### config.mk
export PLATFORM = sky130hd
export DESIGN_NAME = dma_xfer_ctrl
export DESIGN_NICKNAME = d
export VERILOG_FILES = /design/src/rtl/dma_pkg.sv /design/src/rtl/dma_addr_gen.sv /design/src/rtl/dma_xfer_ctrl.sv
export SDC_FILE = /design/constraint.sdc
export NUM_CORES = 1
export LEC_CHECK = 0
export CORE_AREA = 2 2 140 142
export CTS_CLUSTER_DIAMETER = 100
export DETAILED_ROUTE_END_ITERATION = 8
export DIE_AREA = 0 0 142 144
export MAX_ROUTING_LAYER = met4
export PLACE_DENSITY = 0.7
export SLEW_MARGIN = 20
export SYNTH_ARGS = -nofsm -noshare
export SYNTH_HDL_FRONTEND = slang
export SYNTH_SLANG_ARGS = --single-unit
### constraint.sdc
create_clock -name clk -period 4.3 [get_ports clk]
set_input_delay 0.86 -clock clk [delete_from_list [all_inputs] [get_ports clk]]
set_output_delay 0.86 -clock clk [all_outputs]
set_load 0.01 [all_outputs]
### src/rtl/dma_pkg.sv
// Shared types and register offsets for the DMA transfer sequencer.
// The optional abort input is enabled by defining DMA_ABORT_EN.
package dma_pkg;

    typedef enum logic [2:0] {
        IDLE,
        RD_REQ,
        RD_WAIT,
        WR_REQ,
        DONE
    } dma_xfer_state_t;

    localparam logic [31:0] DMA_INTR_OFS     = 32'h400;
    localparam logic [31:0] DMA_CTRL_OFS     = 32'h404;
    localparam logic [31:0] DMA_IO_ADDR_OFS  = 32'h408;
    localparam logic [31:0] DMA_MEM_ADDR_OFS = 32'h40C;

endpackage

### src/rtl/dma_addr_gen.sv
// Loadable address register that advances by one bus word per increment.
// Used for both the source and destination pointers of dma_xfer_ctrl.
module dma_addr_gen #(
    parameter int ADDR_WIDTH = 32,
    parameter int DATA_WIDTH = 32
) (
    input  logic                  clk,
    input  logic                  reset,
    input  logic                  i_load,
    input  logic [ADDR_WIDTH-1:0] i_load_addr,
    input  logic                  i_inc,
    output logic [ADDR_WIDTH-1:0] o_addr
);

    localparam logic [ADDR_WIDTH-1:0] STRIDE = ADDR_WIDTH'(DATA_WIDTH / 8);

    logic [ADDR_WIDTH-1:0] r_addr;

    // Address overflow wraps silently modulo 2^ADDR_WIDTH.
    always_ff @(posedge clk) begin
        if (reset) begin
            r_addr <= '0;
        end else if (i_load) begin
            r_addr <= i_load_addr;
        end else if (i_inc) begin
            r_addr <= r_addr + STRIDE;
        end
    end

    assign o_addr = r_addr;

endmodule

### src/rtl/dma_xfer_ctrl.sv
// DMA transfer sequencer: one read then one write per word, sticky interrupt at end.
// Define DMA_ABORT_EN to add the abort input that cuts a transfer short.
module dma_xfer_ctrl
    import dma_pkg::*;
#(
    parameter int ADDR_WIDTH = 32,
    parameter int DATA_WIDTH = 32,
    parameter int LEN_WIDTH  = 16
) (
    input  logic                  clk,
    input  logic                  reset,
    input  logic                  cfg_start,
    input  logic [ADDR_WIDTH-1:0] cfg_src,
    input  logic [ADDR_WIDTH-1:0] cfg_dst,
    input  logic [LEN_WIDTH-1:0]  cfg_len,
    input  logic                  intr_clr,
    output logic                  busy,
    output logic                  done,
    output logic                  intr,
    output logic [ADDR_WIDTH-1:0] addr,
    output logic                  wr_en,
    output logic                  valid,
    output logic [DATA_WIDTH-1:0] wdata,
    input  logic                  ready,
    input  logic [DATA_WIDTH-1:0] rdata,
`ifdef DMA_ABORT_EN
    input  logic                  abort,
`endif
    output dma_xfer_state_t       dbg_state
);

    // Bus handshake: a request is accepted on the clock edge where valid & ready;
    // while valid is high and ready low, addr/wr_en/wdata are held unchanged.

    dma_xfer_state_t       r_state;
    logic [LEN_WIDTH-1:0]  r_remaining;
    logic [DATA_WIDTH-1:0] r_data;
    logic                  r_busy;
    logic                  r_done;
    logic                  r_intr;
    logic                  r_valid;
    logic                  r_wr_en;
    logic [ADDR_WIDTH-1:0] r_addr;

    logic                  w_start;
    logic                  w_abort;
    logic                  w_src_inc;
    logic                  w_dst_inc;
    logic [ADDR_WIDTH-1:0] w_src;
    logic [ADDR_WIDTH-1:0] w_dst;

    assign w_start = (r_state == IDLE) && cfg_start;

`ifdef DMA_ABORT_EN
    assign w_abort = abort && ((r_state == RD_REQ) || (r_state == RD_WAIT) || (r_state == WR_REQ));
`else
    assign w_abort = 1'b0;
`endif

    assign w_src_inc = (r_state == RD_WAIT) && !w_abort;
    assign w_dst_inc = (r_state == WR_REQ) && ready && !w_abort;

    dma_addr_gen #(.ADDR_WIDTH(ADDR_WIDTH), .DATA_WIDTH(DATA_WIDTH)) u_src_gen (
        .clk         (clk),
        .reset       (reset),
        .i_load      (w_start),
        .i_load_addr (cfg_src),
        .i_inc       (w_src_inc),
        .o_addr      (w_src)
    );

    dma_addr_gen #(.ADDR_WIDTH(ADDR_WIDTH), .DATA_WIDTH(DATA_WIDTH)) u_dst_gen (
        .clk         (clk),
        .reset       (reset),
        .i_load      (w_start),
        .i_load_addr (cfg_dst),
        .i_inc       (w_dst_inc),
        .o_addr      (w_dst)
    );

    // Outputs are registered for the state being entered; a later set of r_intr
    // in the same cycle overrides the intr_clr default, so set wins.
    always_ff @(posedge clk) begin
        if (reset) begin
            r_state     <= IDLE;
            r_remaining <= '0;
            r_data      <= '0;
            r_busy      <= 1'b0;
            r_done      <= 1'b0;
            r_intr      <= 1'b0;
            r_valid     <= 1'b0;
            r_wr_en     <= 1'b0;
            r_addr      <= '0;
        end else begin
            r_done <= 1'b0;
            if (intr_clr) begin
                r_intr <= 1'b0;
            end
            if (w_abort) begin
                r_state <= DONE;
                r_valid <= 1'b0;
                r_wr_en <= 1'b0;
                r_done  <= 1'b1;
                r_intr  <= 1'b1;
            end else begin
                case (r_state)
                    IDLE: begin
                        if (cfg_start) begin
                            r_busy      <= 1'b1;
                            r_remaining <= cfg_len;
                            if (cfg_len == '0) begin
                                r_state <= DONE;
                                r_done  <= 1'b1;
                                r_intr  <= 1'b1;
                            end else begin
                                r_state <= RD_REQ;
                                r_valid <= 1'b1;
                                r_wr_en <= 1'b0;
                                r_addr  <= cfg_src;
                            end
                        end
                    end
                    RD_REQ: begin
                        if (ready) begin
                            r_state <= RD_WAIT;
                            r_valid <= 1'b0;
                        end
                    end
                    RD_WAIT: begin
                        r_data  <= rdata;
                        r_state <= WR_REQ;
                        r_valid <= 1'b1;
                        r_wr_en <= 1'b1;
                        r_addr  <= w_dst;
                    end
                    WR_REQ: begin
                        if (ready) begin
                            r_remaining <= r_remaining - LEN_WIDTH'(1);
                            r_wr_en     <= 1'b0;
                            if (r_remaining == LEN_WIDTH'(1)) begin
                                r_state <= DONE;
                                r_valid <= 1'b0;
                                r_done  <= 1'b1;
                                r_intr  <= 1'b1;
                            end else begin
                                r_state <= RD_REQ;
                                r_addr  <= w_src;
                            end
                        end
                    end
                    DONE: begin
                        r_intr  <= 1'b1;
                        r_busy  <= 1'b0;
                        r_state <= IDLE;
                    end
                    default: begin
                        r_state <= IDLE;
                    end
                endcase
            end
        end
    end

    assign busy      = r_busy;
    assign done      = r_done;
    assign intr      = r_intr;
    assign addr      = r_addr;
    assign wr_en     = r_wr_en;
    assign valid     = r_valid;
    assign wdata     = r_data;
    assign dbg_state = r_state;

endmodule

==> impl_metrics.tcl <==
set metrics [dict create \
    rows 51 \
    drtIter0Drc 593 \
    rsz0062_at_grt "false" \
    period_minus_slack_ns 2.837 \
    crit_path_max_incr_delay_ns 0.67 \
    worst_slack_ns 1.463 \
    mostFrequentLayoutCell "clkdlybuf4s50_1" \
    synth_flop_cell "dfxtp_1" \
    grt_start_max_net_pins 61 \
    ios 189 \
    diodes 0 \
    cts_tree "done" \
    hold_buffers 0 \
    start_kind "input pin" \
    synth_compound_area_share_pct 24.87 \
    grt_pass1_vias 7677 \
    utilization_pct 55.22 \
    layout.cells.most_common_list "187 x clkdlybuf4s50_1, 167 x nand2_1, 151 x dfxtp_1" \
    start_util_pct 41.90 \
    yosys_warnings 0 \
    hold_violations 0 \
    dr_total_vias 8276 \
    min_path_type "reg -> reg" \
    mappedNetlistNets 1129 \
    ys_seq_area_share_pct 38.06 \
    synth_seq_cells 152 \
    grt_pass1_wl_um 40390 \
    max_freq_ghz 0.3525 \
    status "completed" \
    fin_nets 1265 \
    synth_edf_count 0 \
    synth_xor_area_share_pct 1.095 \
    finalPower_mw 4.382 \
    die_w_um 142 \
    finClkSkew_ns 0.01222 \
    numCtsBuffers 17 \
    worst_pin_slew_ns 1.007 \
    dp_slack_ns 1.016 \
    clock_latency_ns 0.44 \
    critPathSlowestCell "clkdlybuf4s50_1" \
    cts.path.max_buffers 2 \
    cp.arrival_ns 3.20 \
    fin_setup_tns_ns 0 \
    core_area_um2 19080 \
    irDropWorstVdd_mv 0.2962 \
    worstSetupPathType "in -> reg" \
    hpwlAfterDp_um 17230 \
    synthMuxAreaShare_pct 4.648 \
    fin_cells 1395 \
    antenna_found_initial 0 \
    synth_top_family_by_area "simple AND/OR/NAND/NOR gates" \
    gp_congestion 0.8793 \
    dieArea_um2 20450 \
    synth_cell_type_count 75 \
    die_h_um 144 \
    r2r_slack_ns 1.54 \
    firstDrtPassIters 5 \
    clock-sinks 152 \
    ant_nets 0 \
    setup_viol 0 \
    async_flop_share_pct 0 \
    cts-root-buf "clkbuf_16" \
    finalCritPeriodShare_pct 65.98 \
    cts_resized 0 \
    totalWireLength_um 25190 \
    end_kind "flip-flop" \
    maxSlewViolCount 0 \
    path_max_fanout 11 \
    p_per_area_nw_per_um2 415.9 \
    viasPerCell 5.933 \
    htree_levels 4 \
    yosys.area_share.simple_pct 24.99 \
    drc 0 \
    cts_setup_buffers 0 \
    maxSlewHeadroom_pct 32.65 \
    place_inst 1363 \
    synthCells 1008 \
    areaGrowthSynthToFinish_pct 31.77 \
    wl_per_cell_um 18.06 \
    required_ns 4.66 \
    gr-usage-all-layers_pct 25.58 \
    reg2reg_depth 7 \
    gr-total-overflow 0 \
    synth.cell_area_um2 7995 \
    drive_gt1_share_pct 6.223 \
    cap_violations 0 \
    clk_pin_slew_ns 0.06 \
    p_leak_nw 3.426 \
    synthAdderAreaFrac_pct 0.6260 \
    avgSynthCellArea_um2 7.932 \
    min_path_cells 2 \
    port_buffers 188 \
    crit_path_cell_trace "clkdlybuf4s50_1, nand4b_1, buf_4, or4_1, or2_1, or3_1, a31oi_1" \
]
## worst max-delay path: cells and delay by family
family          cells  cell delay (ns)
simple gates        4             1.29
buf+inv             2             0.89
compound gates      1             0.16
## path summary, 6_finish.rpt
path,from,end
worst max-delay path,ready,u_dst_gen.o_addr[23]
worst min-delay path,wdata[13],wdata[13]
worst max register to register,dbg_state[0],u_src_gen.o_addr[21]
worst min register to register,wdata[13],wdata[13]
## Yosys cell counts (all sizes together), types with 13 or more instances
master	n	area, um2
a21oi	110	550.5
a22oi	24	180.2
a31oi	20	125.1
buf	17	112.6
clkbuf	70	295.3
dfxtp	152	3043
inv	13	48.80
mux2i	36	360.4
nand2	167	626.9
nand3	59	295.3
nor2	52	195.2
nor3	21	105.1
nor4	22	152.7
o211ai	18	135.1
o21ai	27	135.1
o221ai	32	280.3
o22ai	14	87.58
or3	16	110.1
## power by group
part | total [mW] | switching, mW | leakage [nW] | internal [mW]
logic | 1.06 | 0.571 | 1.89 | 0.490
clock network | 1.59 | 0.620 | 0.289 | 0.966
registers | 1.73 | 0.171 | 1.25 | 1.56
## metrics by stage
stage / instance area, um2 / hold slack [ns]
2_1_floorplan: 7995 / 0.4357
3_3_place_gp: 9920 / 0.4411
3_5_place_dp: 9921 / 0.4457
4_1_cts: 10530 / 0.4540
5_1_grt: 10540 / 0.4702
6_report: 10540 / 0.4525
## layer usage
metal  global-route usage [%]  share of wire, %
met1                    32.63                44
met2                    40.25                47
met3                    6.358               7.4
met4                    7.789               1.7
met5                        -                 0
## cell families (layout without fill, tap and decap cells)
family,after synthesis,in the layout
AOI/OAI and AO/OA,304,304
DFF,152,152
muxes,37,37
and+or+nand+nor,401,401
xor gates and xnor gates,10,10
adders and majority gates,4,4
buffers and inverters,100,249
## sequential cells by signal, summed over array words and instances, names as in the netlist, 3 cells and up
register and cells:
wdata 32, addr 32, u_src_gen.o_addr 32, u_dst_gen.o_addr 32, dbg_state 3, r_remaining 16
## final cells by class
type	instances	area, um2
Clock buffer	19	432.9
Clock inverter	13	178.9
Fill cell	1794	8544
Inverter	13	48.80
Multi-Input combinational cell	756	4533
Sequential cell	152	3044
Tap cell	238	297.8
Timing Repair Buffer	204	1999
No activity file was read; power rests on OpenSTA's default activity.
